===== src/rtl/round_fifo.sv =====
// Circular-buffer FIFO with wrap-flag full/empty detection and a registered valid/ready read port.
// Capacity is BufferSize storage entries plus the output register; pushes while Full are dropped and flagged.
module round_fifo #(
  parameter int DataWidth   = 8,
  parameter int BufferWidth = 4,
  parameter int BufferSize  = 16
) (
  input  logic                   clk,
  input  logic                   aclr,
  input  logic                   Push,
  input  logic [DataWidth-1:0]   W_Data,
  output logic                   Full,
  output logic                   Empty,
  output logic                   Overflow,
  output logic                   R_Valid,
  input  logic                   R_Ready,
  output logic [DataWidth-1:0]   R_Data,
  output logic [BufferWidth:0]   Count
);

  localparam logic [BufferWidth-1:0] LastAddr = BufferWidth'(BufferSize - 1);

  logic [DataWidth-1:0]   mem [BufferSize];
  logic [BufferWidth-1:0] w_addr;
  logic [BufferWidth-1:0] r_addr;
  logic                   round;

  logic push_ok;
  logic pop;
  logic handshake;
  logic w_wrap;
  logic r_wrap;
  logic ptr_eq;

  assign ptr_eq    = (w_addr == r_addr);
  assign Empty     = ptr_eq && !round;
  assign Full      = ptr_eq && round;
  assign push_ok   = Push && !Full;
  assign pop       = !Empty && (!R_Valid || R_Ready);
  assign handshake = R_Valid && R_Ready;
  assign w_wrap    = push_ok && (w_addr == LastAddr);
  assign r_wrap    = pop && (r_addr == LastAddr);

  // Storage is deliberately left out of reset; only the pointers define what is valid.
  always_ff @(posedge clk) begin
    if (push_ok) begin
      mem[w_addr] <= W_Data;
    end
  end

  always_ff @(posedge clk or negedge aclr) begin
    if (!aclr) begin
      w_addr   <= '0;
      r_addr   <= '0;
      round    <= 1'b0;
      R_Valid  <= 1'b0;
      R_Data   <= '0;
      Count    <= '0;
      Overflow <= 1'b0;
    end else begin
      Overflow <= Push && Full;

      if (push_ok) begin
        w_addr <= w_wrap ? '0 : w_addr + BufferWidth'(1);
      end

      if (pop) begin
        R_Data  <= mem[r_addr];
        R_Valid <= 1'b1;
        r_addr  <= r_wrap ? '0 : r_addr + BufferWidth'(1);
      end else if (handshake) begin
        R_Valid <= 1'b0;
      end

      // Simultaneous wraps cancel so the pointer distance stays consistent.
      if (w_wrap && !r_wrap) begin
        round <= 1'b1;
      end else if (r_wrap && !w_wrap) begin
        round <= 1'b0;
      end

      case ({push_ok, handshake})
        2'b10:   Count <= Count + (BufferWidth + 1)'(1);
        2'b01:   Count <= Count - (BufferWidth + 1)'(1);
        default: Count <= Count;
      endcase
    end
  end

endmodule


===== config.mk =====
export PLATFORM = sky130hd
export DESIGN_NAME = round_fifo
export DESIGN_NICKNAME = d
export VERILOG_FILES = /design/src/rtl/round_fifo.sv
export SDC_FILE = /design/constraint.sdc
export NUM_CORES = 1
export LEC_CHECK = 0
export ABC_AREA = 1
export ABC_CLOCK_PERIOD_IN_PS = 2700
export CAP_MARGIN = 30
export CORE_MARGIN = 3
export CORE_UTILIZATION = 54
export DETAILED_ROUTE_END_ITERATION = 7
export PLACE_DENSITY = 0.83
export SLEW_MARGIN = 20
export SYNTH_ARGS = -nofsm -noshare
export SYNTH_HDL_FRONTEND = slang
export SYNTH_SLANG_ARGS = --single-unit
export TNS_END_PERCENT = 30

===== constraint.sdc =====
create_clock -name clk -period 2.7 [get_ports clk]
set_input_delay 0.27 -clock clk [delete_from_list [all_inputs] [get_ports clk]]
set_output_delay 0.27 -clock clk [all_outputs]
set_load 0.1 [all_outputs]

# After elaboration in Yosys (flattened, before gate mapping)
# Memories as Yosys holds them, arrays and structs flattened. A register that Yosys moved wholly into a read port is not among the register bits.
# Index checks and enable logic that the tools add are counted.
# totals
reg_bits,16
latch_bits,0
ram_bits,128
rom_bits,0
out_inout_bits,17
n_memories,1
# mem_list
name,depth,word_bits,rd,rd_ports_with_merged_regs,write_ports,line_no,rtl
mem,16,8,1,1,1,23,logic [DataWidth-1:0] mem [BufferSize];
# op_classes
addsub,4
mul,0
div,0
n_lt_le_gt_ge,0
n_eq_ne,5
n_shift,0
muxes,9
bitwise_logic,0
n_reduce_logical,21
# ops
cell,n
$logic_and A1 B1 Y1,10
$pmux W5 S2,1
$add A4 B1 Y4 const B,2
$eq A4 B4 Y1 const B,2
$mux W4,2
$logic_not A1 Y1,7
$mux W1,6
$reduce_bool A2 Y1,3
$add A5 B1 Y5 const B,1
$sub A5 B1 Y5 const B,1
$eq A4 B4 Y1,1
$eq A2 B1 Y1 const B,1
$eq A2 B2 Y1 const B,1
$logic_or A1 B1 Y1,1

# Logic depth before layout (Yosys ltp)
# logic_depth
depth_word,9
ltp_mapped,18

# Least setup slack after synthesis
# No wires, ideal clock.
# synth_timing
kind,reg-to-reg
start,reg r_addr[0]
end,reg Count[4]
arrival_time_ns,2.229
required_ns,2.580
path_slack_ns,0.351
stages_incl_launch_ff,17
path_buffers,2
cell_sequence,dfrtp_1 -> buf_4 -> xor2_1 -> nor2_4 -> nand3_4 -> nand2_2 -> buf_6 -> ha_1 -> xor2_1 -> ha_1 -> inv_1 -> nand2_1 -> nand3_1 -> nand2_1 -> xor2_1 -> nand2_1 -> nand2_1
# synth_via
elab_chain_cells,6
word_cells_on_any_way,8
# synth_rtl
item,line_no,rtl
"start, declared",25,logic [BufferWidth-1:0] r_addr;
"start signal, assigned",70,r_addr <= r_wrap ? '0 : r_addr + BufferWidth'(1);
$eq A4 B4 Y1 (*),35,assign ptr_eq = (w_addr == r_addr);
$logic_and A1 B1 Y1 (*),37,assign Full = ptr_eq && round;
$logic_not A1 Y1 (*),38,assign push_ok = Push && !Full;
$logic_and A1 B1 Y1 (*),38,
$eq A2 B1 Y1 / $eq A2 B2 Y1 (equally long branches),82,"case ({push_ok, handshake})"
$pmux W5 S2 / $reduce_bool A2 Y1 (equally long branches),-,
"end signal, assigned",83,2'b10: Count <= Count + (BufferWidth + 1)'(1);
"end signal, assigned",84,2'b01: Count <= Count - (BufferWidth + 1)'(1);
"end signal, assigned",85,default: Count <= Count;
"end, declared",18,output logic [BufferWidth:0] Count
# Mark *: on every way between the ends. The rest lies on a longest branch, timed or not.
# A chain may end at the register's enable or synchronous reset.

# Worst setup path in the final report
# layout_timing
start,reg w_addr[2]
end,reg Count[4]
# layout_via
elab_chain_cells,6
word_cells_on_any_way,8
# layout_rtl
item,line_no,rtl
"start, declared",24,logic [BufferWidth-1:0] w_addr;
"start signal, assigned",64,w_addr <= w_wrap ? '0 : w_addr + BufferWidth'(1);
$eq A4 B4 Y1 (*),35,
$logic_and A1 B1 Y1 (*),37,
$logic_not A1 Y1 (*),38,
$logic_and A1 B1 Y1 (*),38,
$eq A2 B1 Y1 / $eq A2 B2 Y1 (equally long branches),82,
$pmux W5 S2 / $reduce_bool A2 Y1 (equally long branches),-,
# Marks and branches as above.

==> summary.txt <==
Clk pwr share: 0.245
switching pwr: 3.94 mW
cell count after synthesis: 736
Worst EP required: 3.06 ns
Max Slew Vio Count: 0
final core occ: 0.640
dpl ws: 0.417 ns
Relative slew margins: 0.483
Port Buffers: 28
vias in the first global route: 5004
final worst slack: 0.390 ns
global-route wire length before repair: 25500 µm
Synth Flop Type: edfxtp_1
worst slew pin tran: 0.773 ns
VDD IR-drop max: 0.816 mV
gpl congestion: 0.919
Filler cells: 997
Final Hold Vio Count: 0
Final min period: 2.31 ns
drt first pass iters: 5
TritonCTS buffer count: 17
Final Cell Area: 8140 µm²
Top Metal Used: met4
Vert. Die Dim: 120 µm
Pwr Density: 1140 nW/µm²
final hold slack: 0.160 ns
Placed Area: 7560 µm²
leak pwr: 3.78 nW
initial antenna violation count: 0
sw frac: 0.424
setup_tns: 0 ns
sequential power share: 0.338
post-synthesis instance area: 7080 µm²
Initial Util: 0.556
total power: 9.31 mW
WL met3: 1220 µm
crit-path max cell delay: 0.47 ns
CP arrival: 2.67 ns
# rows: 41
Slowest-stage cell, CP: dfrtp_1
met2 wire len: 7410 µm
Hold Path Class: input pin to asynchronous set/reset pin
fraction of layout cells with a size suffix above 1: 0.120
total setup buffers inserted after CTS: 0
DRC Markers: 0
crit path max fanout: 8
Final Cycle Share: 0.855
post-DP HPWL: 9690 µm
CTS clk-pin slew, worst paths: 0.06 ns
post-synth cell types: 29
via count: 4974
async set-reset flop share out of synthesis: 0.158
hold buffers post-CTS: 0
Setup violations, final: 0
CTS resizes: 0
status: completed
Max Root-Sink Buffers: 2
startpoint types: flip-flop
total global routing overflow: 0
Post-synth EDFFs: 128
Top Ports: 29
Ant. Diodes: 0
critical setup path kind: flip-flop to flip-flop
synth-to-layout area growth: 15.0%
Placed Instances: 932
CP cell instances: xor2_1 -> nor2_2 -> nand3_4 -> nand2_2 -> ha_1 -> xor2_1 -> ha_1 -> inv_1 -> nand2_1 -> nand3_1 -> nand2_1 -> xor2_1 -> nand2_1 -> nand2_1
Synth area leaders: edfxtp_1, nand2_1, dfrtp_1, inv_1, nand3_1
synth cell count leaders: nand2_1, inv_1, edfxtp_1, nand3_1, dfrtp_1
crit end category: flip-flop
CTS tree: built
synthesized area per cell: 9.62 µm²
Ys Warns: 0
vias per cell: 5.15
H-tree Lvls: 4
M1 WL: 6430 µm
fin cells: 965
worst-skew pair later-pin latency: 0.42 ns
Root Driver: clkbuf_16
RSZ-0062 raised after global routing: false
largest net degree at the start of global routing: 68
Die Span X: 120 µm
Synth Net Count: 758
final net count: 802
Tot GR Track Use: 0.233
share of the synthesized area in the top cell type: 0.543
register area share after synthesis: 0.628
Seq cells post-synth: 152
most numerous cell in the Yosys netlist: nand2_1
Int Pwr: 5.36 mW
Post-Route WL: 15600 µm
Max Cap Violations: 0
DRT iter0 DRCs: 552
Max Clock Freq: 433 MHz
most frequent cell on the critical path: nand2_1
Sink Count: 152
worst clock skew: 0.0101 ns
R2R Setup Slk: 0.39 ns
area of the core: 12700 µm²
leading area contributor after synthesis: edfxtp_1
antenna-violating nets left: 0
WL/cell: 16.2 µm
Comb pwr share: 0.418
die area: 14500 µm²
## cells by family (layout without fill, tap and decap cells)
logic type	count (synthesis)	count (layout)	share of synthesized area
AO/OA/AOI/OAI	8	8	0.00637
XOR/XNOR	11	11	0.0136
adder cells (fa/ha/maj)	10	10	0.0177
buffers and inverters	177	234	0.104
flip-flops	152	152	0.628
AND/OR/NAND/NOR	378	378	0.230
## sequential cells by signal, indices dropped and copies added (netlist names)
signal and cells:
round 1, R_Valid 1, Overflow 1, mem 128
w_addr 4, Count 5, R_Data 8, r_addr 4
## worst max-delay path, delay by kind of cell (launching register included)
family        cells  cell delay [ns]
simple gates      8             0.80
fa+ha+maj         2             0.41
xor+xnor          3             0.53
buf+inv           1             0.03
flops             1             0.47
## placed cells by master (no fill, tap or decap), drive strengths merged
| cell type | netlist | routed |
|---|---|---|
| a21boi | 1 | 1 |
| a21oi | 2 | 2 |
| buf | 24 | 42 |
| bufinv | 0 | 2 |
| clkbuf | 4 | 23 |
| clkdlybuf4s50 | 0 | 11 |
| clkinv | 0 | 5 |
| clkinvlp | 0 | 2 |
| dfrtp | 24 | 24 |
| edfxtp | 128 | 128 |
| ha | 10 | 10 |
| inv | 149 | 149 |
| nand2 | 262 | 262 |
| nand3 | 91 | 91 |
| nand4 | 4 | 4 |
| nor2 | 6 | 6 |
| nor3 | 15 | 15 |
| o21ai | 4 | 4 |
| o21bai | 1 | 1 |
| xnor2 | 3 | 3 |
| xor2 | 8 | 8 |
## power by group through the flow
stage | combinational, mW | clock, mW | sequential, mW
floorplan | 2.23 | 0 | 3.86
global placement | 3.78 | 0 | 3.17
detailed placement | 3.85 | 0 | 3.18
CTS | 3.88 | 2.31 | 3.14
global route | 4.25 | 2.41 | 3.18
finish | 3.89 | 2.28 | 3.14
## metal layers
| metal | track usage | up-vias |
|---|---|---|
| met3 | 0.0552 | 45 |
| met4 | 0.118 | 0 |
| li1 | - | 2398 |
| met2 | 0.367 | 209 |
| met5 | 0 | - |
| met1 | 0.304 | 2322 |
## final cells by class
class                           instances  area, µm²  share of cell area
Clock buffer                           23        468              0.0575
Clock inverter                          9        101              0.0125
Inverter                              149        559              0.0687
Multi-Input combinational cell        407       1900               0.233
Sequential cell                       152       4450               0.546
Tap cell                              172        215              0.0264
Timing Repair Buffer                   53        454              0.0558
## worst paths after layout
check / startpoint / to / cells after the start
setup reg to reg: w_addr[2] / Count[4] / 14
hold reg to reg: R_Data[3] / R_Data[3] / 2
min in group clk: R_Data[3] / R_Data[3] / 2
max in group asynchronous: aclr / R_Data[5] / 2
setup / recovery: w_addr[2] / Count[4] / 14
hold / removal: aclr / w_addr[3] / 1
No activity file was read; power rests on OpenSTA's default activity.
